$ cat config.mk
export PLATFORM = sky130hd
export DESIGN_NAME = vol_display_scan_ctrl
export DESIGN_NICKNAME = d
export VERILOG_FILES = /design/src/rtl/vol_display_scan_ctrl.sv
export SDC_FILE = /design/constraint.sdc
export NUM_CORES = 1
export LEC_CHECK = 0
export CAP_MARGIN = 10
export CORE_MARGIN = 2
export CORE_UTILIZATION = 53
export CTS_BUF_LIST = sky130_fd_sc_hd__clkbuf_4
export DETAILED_ROUTE_END_ITERATION = 6
export GPL_TIMING_DRIVEN = 0
export PLACE_DENSITY = 0.72
export SLEW_MARGIN = 10
export SYNTH_ARGS = -nofsm -noshare
export SYNTH_HDL_FRONTEND = slang
export SYNTH_SLANG_ARGS = --single-unit
$ cat constraint.sdc
create_clock -name clk -period 6.6 [get_ports clk]
set_clock_uncertainty 0.05 [all_clocks]
set_input_delay 1.32 -clock clk [delete_from_list [all_inputs] [get_ports clk]]
set_output_delay 1.32 -clock clk [all_outputs]
set_load 0.1 [all_outputs]
$ cat src/rtl/vol_display_scan_ctrl.sv
// Purpose: scans a 4-digit common-anode 7-seg display showing volume level and a direction glyph.
// Latency: events change state/busy one cycle later; each digit slot is one dead cycle then REFRESH_DIV-1 lit cycles.
// Backpressure: none; event pulses are always accepted, simultaneous up/down pulses are dropped.
module vol_display_scan_ctrl #(
  parameter int REFRESH_DIV = 50000,
  parameter int HOLD_TICKS  = 400
) (
  input  logic       clk,
  input  logic       rst,
  input  logic       up_evt,
  input  logic       dn_evt,
  input  logic [3:0] level,
  output logic [6:0] seg,
  output logic [3:0] an,
  output logic       busy
);

  localparam int PW = (REFRESH_DIV > 1) ? $clog2(REFRESH_DIV) : 1;
  localparam int HW = (HOLD_TICKS > 0) ? $clog2(HOLD_TICKS + 1) : 1;
  localparam logic [PW-1:0] P_MAX  = PW'(REFRESH_DIV - 1);
  localparam logic [HW-1:0] H_LOAD = HW'(HOLD_TICKS);
  localparam logic [HW-1:0] H_ONE  = HW'(1);

  // Active-high {a..g} glyphs for the indicator digit
  localparam logic [6:0] GLYPH_UP = 7'b1100011;
  localparam logic [6:0] GLYPH_DN = 7'b0011101;

  typedef enum logic [1:0] {IDLE, SHOW_UP, SHOW_DN} state_t;

  logic [PW-1:0] r_presc;
  logic [1:0]    r_digit;   // slot that the next tick will open
  logic [1:0]    r_slot;    // slot opened by the most recent tick
  logic          r_load;    // dead cycle in progress, light r_slot on next edge
  logic [3:0]    r_lvl;
  state_t        r_state;
  logic [HW-1:0] r_hold;
  logic [6:0]    r_seg;
  logic [3:0]    r_an;
  logic          r_busy;

  logic          w_tick;
  logic          w_up_only;
  logic          w_dn_only;
  logic [3:0]    w_units;
  logic          w_tens;
  logic [6:0]    w_pat;

  assign w_tick    = (r_presc == P_MAX);
  assign w_up_only = up_evt & ~dn_evt;
  assign w_dn_only = dn_evt & ~up_evt;

  assign seg  = r_seg;
  assign an   = r_an;
  assign busy = r_busy;

  function automatic logic [6:0] dec7(input logic [3:0] d);
    logic [6:0] p;
    case (d)
      4'd0:    p = 7'b1111110;
      4'd1:    p = 7'b0110000;
      4'd2:    p = 7'b1101101;
      4'd3:    p = 7'b1111001;
      4'd4:    p = 7'b0110011;
      4'd5:    p = 7'b1011011;
      4'd6:    p = 7'b1011111;
      4'd7:    p = 7'b1110000;
      4'd8:    p = 7'b1111111;
      4'd9:    p = 7'b1111011;
      default: p = 7'b0000000;
    endcase
    return p;
  endfunction

  // Active-high content of the slot about to be lit, from the frame-latched level and current glyph state
  always_comb begin
    w_tens  = (r_lvl >= 4'd10);
    w_units = w_tens ? (r_lvl - 4'd10) : r_lvl;
    w_pat   = 7'b0000000;
    case (r_slot)
      2'd0: w_pat = dec7(w_units);
      2'd1: w_pat = w_tens ? dec7(4'd1) : 7'b0000000;
      2'd2: w_pat = 7'b0000000;
      2'd3: begin
        if (r_state == SHOW_UP)      w_pat = GLYPH_UP;
        else if (r_state == SHOW_DN) w_pat = GLYPH_DN;
        else                         w_pat = 7'b0000000;
      end
      default: w_pat = 7'b0000000;
    endcase
  end

  // Prescaler, digit walk, dead cycle and per-frame level latch
  always_ff @(posedge clk) begin
    if (rst) begin
      r_presc <= '0;
      r_digit <= 2'd0;
      r_slot  <= 2'd0;
      r_load  <= 1'b0;
      r_lvl   <= 4'd0;
      r_an    <= 4'b1111;
      r_seg   <= 7'b1111111;
    end else begin
      r_presc <= w_tick ? '0 : (r_presc + 1'b1);
      if (w_tick) begin
        // Blank everything for one cycle so the old pattern never ghosts onto the new anode
        r_an    <= 4'b1111;
        r_seg   <= 7'b1111111;
        r_slot  <= r_digit;
        r_digit <= r_digit + 2'd1;
        r_load  <= 1'b1;
        // Latch the level only when the last slot of the frame opens, so a frame never mixes two levels
        if (r_digit == 2'd3) begin
          r_lvl <= level;
        end
      end else if (r_load) begin
        r_an   <= ~(4'b0001 << r_slot);
        r_seg  <= ~w_pat;
        r_load <= 1'b0;
      end
    end
  end

  // Indicator FSM with hold counter; busy is registered next to the state
  always_ff @(posedge clk) begin
    if (rst) begin
      r_state <= IDLE;
      r_hold  <= '0;
      r_busy  <= 1'b0;
    end else if (w_up_only) begin
      r_state <= SHOW_UP;
      r_hold  <= H_LOAD;
      r_busy  <= 1'b1;
    end else if (w_dn_only) begin
      r_state <= SHOW_DN;
      r_hold  <= H_LOAD;
      r_busy  <= 1'b1;
    end else if (w_tick && (r_state != IDLE)) begin
      if (r_hold <= H_ONE) begin
        r_state <= IDLE;
        r_hold  <= '0;
        r_busy  <= 1'b0;
      end else begin
        r_hold <= r_hold - H_ONE;
      end
    end
  end

endmodule

Word-level counts from Yosys, hierarchy flattened
Memories as Yosys holds them, arrays and structs flattened.
Cells that the tools add are included.
{ "word_totals": {"memories": 1, "out_inout_bits": 12, "in_bits": 8, "word_cells": 64, "regBits": 48, "mem_bits_ro": 112} }
{ "op_classes": {"bitwise": 6, "shifts": 1, "n_reduce_logical": 13, "n_eq_ne": 7, "magnitude_cmp": 2, "n_addsub": 4, "mux": 18} }
{ "mem_list": {"columns": ["memory", "depth", "word_bits", "read_ports", "rd_ports_with_merged_regs", "wr", "line_no", "text"], "rows": [
  ["(name not given)", 16, 7, 1, 0, 0, "58", "case (d)"]
]} }
{ "op_table": {"columns": ["op", "n"], "rows": [
  ["$mux 9", 4],
  ["$pmux 7 s4", 1],
  ["$add 16x1->16 const B", 1],
  ["$eq 16x16->1 const B", 1],
  ["$le 9x1->1 const B", 1],
  ["$sub 9x1->9 const B", 1],
  ["$eq 2x2->1 const B", 4],
  ["$mux 7", 1],
  ["$not 7->7", 1],
  ["$mux 1", 6],
  ["$mux 2", 3],
  ["$mux 6", 1],
  ["$reduce_and 2->1", 3],
  ["$reduce_bool 2->1", 3],
  ["$reduce_bool 3->1", 2],
  ["$mux 5", 1],
  ["$eq 2x1->1 const B", 2],
  ["$ge 4x4->1 const B", 1],
  ["$mux 4", 1],
  ["$not 4->4", 1],
  ["$reduce_or 2->1", 2],
  ["$shl 1x2->4 const A", 1],
  ["$sub 4x4->4 const B", 1],
  ["$reduce_or 3->1", 1],
  ["5 further kinds", 7]
]} }

Depth between registers and ports, before layout
{ "logic_depth": {"word_depth": 5, "mapped_depth": 10, "mapped_depth_nobuf": 9} }

Least setup slack after synthesis
OpenSTA, ideal clock, no wires.
{ "synth_timing": {"path_kind": "input to register", "startpoint": "in up_evt", "endpoint": "reg r_hold[7]", "required_ps": 6422, "path_buffers": 1, "arrival_time_ps": 2296, "slack_ps": 4126, "setup_ps": 128, "cell_stages": 6, "cell_sequence": "inv_1 -> ha_1 -> buf_1 -> mux2_4 -> a221oi_2 -> nor2_1"} }
{ "synth_via": {"elab_chain_cells": 4, "elab_cells_between_ends": 6, "cone_classes": "2 x mux; 3 x bitwise; 1 x reduce/logical"} }
{ "synth_rtl": {"columns": ["element", "line_no", "text"], "rows": [
  ["start, declared", "10", "input logic up_evt,"],
  ["$not 1->1", "50", "assign w_dn_only = dn_evt & ~up_evt;"],
  ["$and 1x1->1", "50", null],
  ["$mux 9", "133", "end else if (w_dn_only) begin"],
  ["$mux 9", "129", "end else if (w_up_only) begin"],
  ["end signal, assigned", "143", "r_hold <= r_hold - H_ONE;"],
  ["end, declared", "36", "logic [HW-1:0] r_hold;"]
]} }
Parallel ways exist; a longest one is shown, timed or not.
A chain may end at the register's enable or synchronous reset.

Worst setup path in the final report
{ "layout_timing": {"startpoint": "reg r_seg[5], in the netlist seg[5]", "endpoint": "out seg[5]"} }
{ "layout_lines": {"columns": ["element", "line_no", "text"], "rows": [
  ["start, declared", "37", "logic [6:0] r_seg;"],
  ["start signal, assigned", "117", "r_seg <= ~w_pat;"],
  ["end, declared", "13", "output logic [6:0] seg,"]
]} }
No word-level cell between the ends.

==> summary.txt <==
Clock tree
  • CTS sink cnt: 48
  • CTS resizes: 0
  • CTS max path bufs: 2
  • CTS buffer count: 5
  • Worst-Skew Late Latency: 0.36 ns
  • Hold_buf cts: 0
  • Max H-tree Level: 2
  • CTS tree: yes
  • Clk slew on worst S/H paths: 0.14 ns
  • Post-CTS Setup Bufs: 0
  • Root Buffer: clkbuf_4

Finish
  • Commonest non-fill, non-tap cells in the layout: dfxtp_1, nor2_1, nand2_1
  • Share of layout cells above drive strength 1: 0.06087
  • Ant. Diodes: 0
  • Most common cell after layout, fill and taps aside: dfxtp_1
  • Post-layout net count: 365
  • Register cell area after layout: 960.9 um2
  • Final Non-Filler Cells: 412
  • Fillers: 423
  • Final Core Density: 0.6187
  • Area growth syn-to-layout: 12.22%
  • Multi-input gate area: 1506 um2

Job
  • Max-cap violations: 0

Drt
  • Residual DRC count: 0
  • Vias per cell: 5.498
  • Drt total wl: 5.316 mm
  • Drt initial violations: 202
  • Vias: 2265
  • WL per Instance: 12.90 um
  • TritonRoute pass-1 iters: 4
  • Final ANT Viol Nets: 0

Setup path
  • Flop-to-flop setup slack: 3.95 ns
  • Crit path DAT: 1.87 ns
  • Number of cells on the critical path: 1
  • Reg2reg path depth: 9
  • Crit-path max cell delay: 1.14 ns
  • Crit path capture type: primary output
  • Worst Path Buf+Inv: 1
  • CP Launch Type: flip-flop
  • Cell Chain, Critical Path: clkdlybuf4s50_1
  • Crit path max-delay cell type: clkdlybuf4s50_1
  • Delay-heaviest family, CP: buffers and inverters
  • Critical path fanouts, max: 2
  • Kind of critical path: flip-flop to primary output
  • Data required, critical path: 5.23 ns

Floorplan
  • Die X: 74.33 um
  • Total core area: 4755 um2
  • Die H: 74.33 um
  • Cell Rows: 25
  • Initial Util: 0.5513
  • Die area: 5524 um2
  • # IOs: 20

STA
  • Fin crit share: 0.4905
  • Final Max Slew Viols: 0
  • RSZ-0062 raised after global routing: false
  • Worst Max-Slew Pin Slew: 0.9680 ns
  • Max_slew headroom: 0.3527
  • Hold Vio Cnt, Final: 0
  • Post-layout min period: 3.237 ns
  • TNS Setup: 0 ns
  • Fmax: 0.3089 GHz
  • Final Setup Violations: 0
  • Hold slack: 0.3986 ns

Global route
  • Initial antenna violation count: 0
  • Largest net degree at the start of global routing: 15
  • Vias in the first global route: 1903
  • First-pass GRT wire length: 8.714 mm
  • Total global routing track utilization: 0.2007
  • Gr ovfl total: 0

Logic synthesis
  • Synth Area in Adders: 0.06205
  • Ys Warns: 0
  • Net Count, Synth: 340
  • Post-synthesis xor/xnor area fraction: 0.04010
  • Seq/Total Area, Yosys: 0.3666
  • Synth cell types: 57
  • #FFs+latches synth: 48
  • Main combinational cell family by area after synthesis: simple AND/OR/NAND/NOR gates
  • Avg Cell Area, Syn: 8.217 um2
  • Simple-gate share of the synthesized area: 0.2621
  • Mux cell area share after synthesis: 0.04821
  • Compound-Gate Fraction of Synth Area: 0.1623
  • Top FF cell, synth: dfxtp_1
  • Post-Syn Area: 2621 um2
  • Mapped Cells: 319
  • Ys async rst share: 0
  • Post-synth EDFFs: 0

Placed design
  • Final GP Congestion: 0.8629
  • PortBufs: 18
  • Post-DP HPWL: 3.850 mm
  • Placed cells: 404

Power
  • Pwr dens: 161.1 nW/um2
  • Pwr Total: 0.4738 mW
  • Worst vdd ir: 0.08928 mV
  • Pleak: 1.102 nW

Run status
  • Outcome: finished clean

Min path
  • HP Class: flip-flop to flip-flop
  • Min-Delay Path Depth: 1
==> cells in the mapped netlist (all sizes together), types with 3 or more instances <==
master  count  share of area
dfxtp      48           0.37
nor2       41          0.059
nand2      26          0.038
o21ai      19          0.036
clkbuf     16          0.023
inv        16          0.023
a21oi      15          0.029
nand3      14          0.027
ha         13          0.062
mux2i      10          0.038
nor3        8          0.015
xor2        8          0.027
nand4       6          0.014
buf         5          0.013
nand2b      5          0.012
a31oi       4         0.0095
o22ai       4         0.0095
or3         4         0.0095
xnor2       4          0.013
a22oi       3         0.0086
and3        3         0.0072
and4        3          0.010
and4bb      3          0.014
nor2b       3         0.0081
or2         3         0.0072
or4         3          0.011
==> logic make-up after synthesis <==
group	count (synthesis)
AND/OR/NAND/NOR	131
multiplexers	12
AO/OA/AOI/OAI	66
XOR/XNOR	12
flip-flops	48
buffers and inverters	37
adder cells (fa/ha/maj)	13
==> routing by layer <==
metal	track usage	wire length (um)
met1	0.2975	2745
met2	0.2976	2262
met3	0.03659	239
met4	0.06151	68
met5	0	0
==> final cells by class <==
cell class                 instances  share of cell area
sequential                        48              0.3267
multi-input combinational        234              0.5121
tap                               67             0.02850
clock buffer                       6             0.01531
clock inverter                     2            0.003828
timing repair buffer              18             0.06125
buffer                            21             0.03190
inverter                          16             0.02042
==> state kept, by name (all words and copies together) (netlist names) <==
register	count
seg	7
r_hold	9
r_presc	16
r_load	1
an	4
r_lvl	4
r_state	2
r_slot	2
busy	1
r_digit	2
==> stage by stage <==
| step | worst slack [ns] | cell area (um2) |
|---|---|---|
| 2_1_floorplan | 4.126 | 2621 |
| 3_3_place_gp | 3.553 | 2885 |
| 3_5_place_dp | 3.496 | 2885 |
| 4_1_cts | 3.342 | 2942 |
| 5_1_grt | 3.300 | 2942 |
| 6_report | 3.363 | 2942 |
==> report_power, final <==
part           switching (mW)  total, mW  internal [mW]
registers             0.00305      0.297          0.294
clock network          0.0912      0.136         0.0448
logic                  0.0235     0.0407         0.0173
total                   0.118      0.474          0.356
==> final timing paths <==
path / from / end
worst min-delay path: r_presc[0] / r_presc[0]
worst max-delay path: seg[5] / seg[5]
worst max register to register: r_lvl[2] / seg[2]
worst min register to register: r_presc[0] / r_presc[0]
Note: power is estimated with default switching activity, not from simulation.
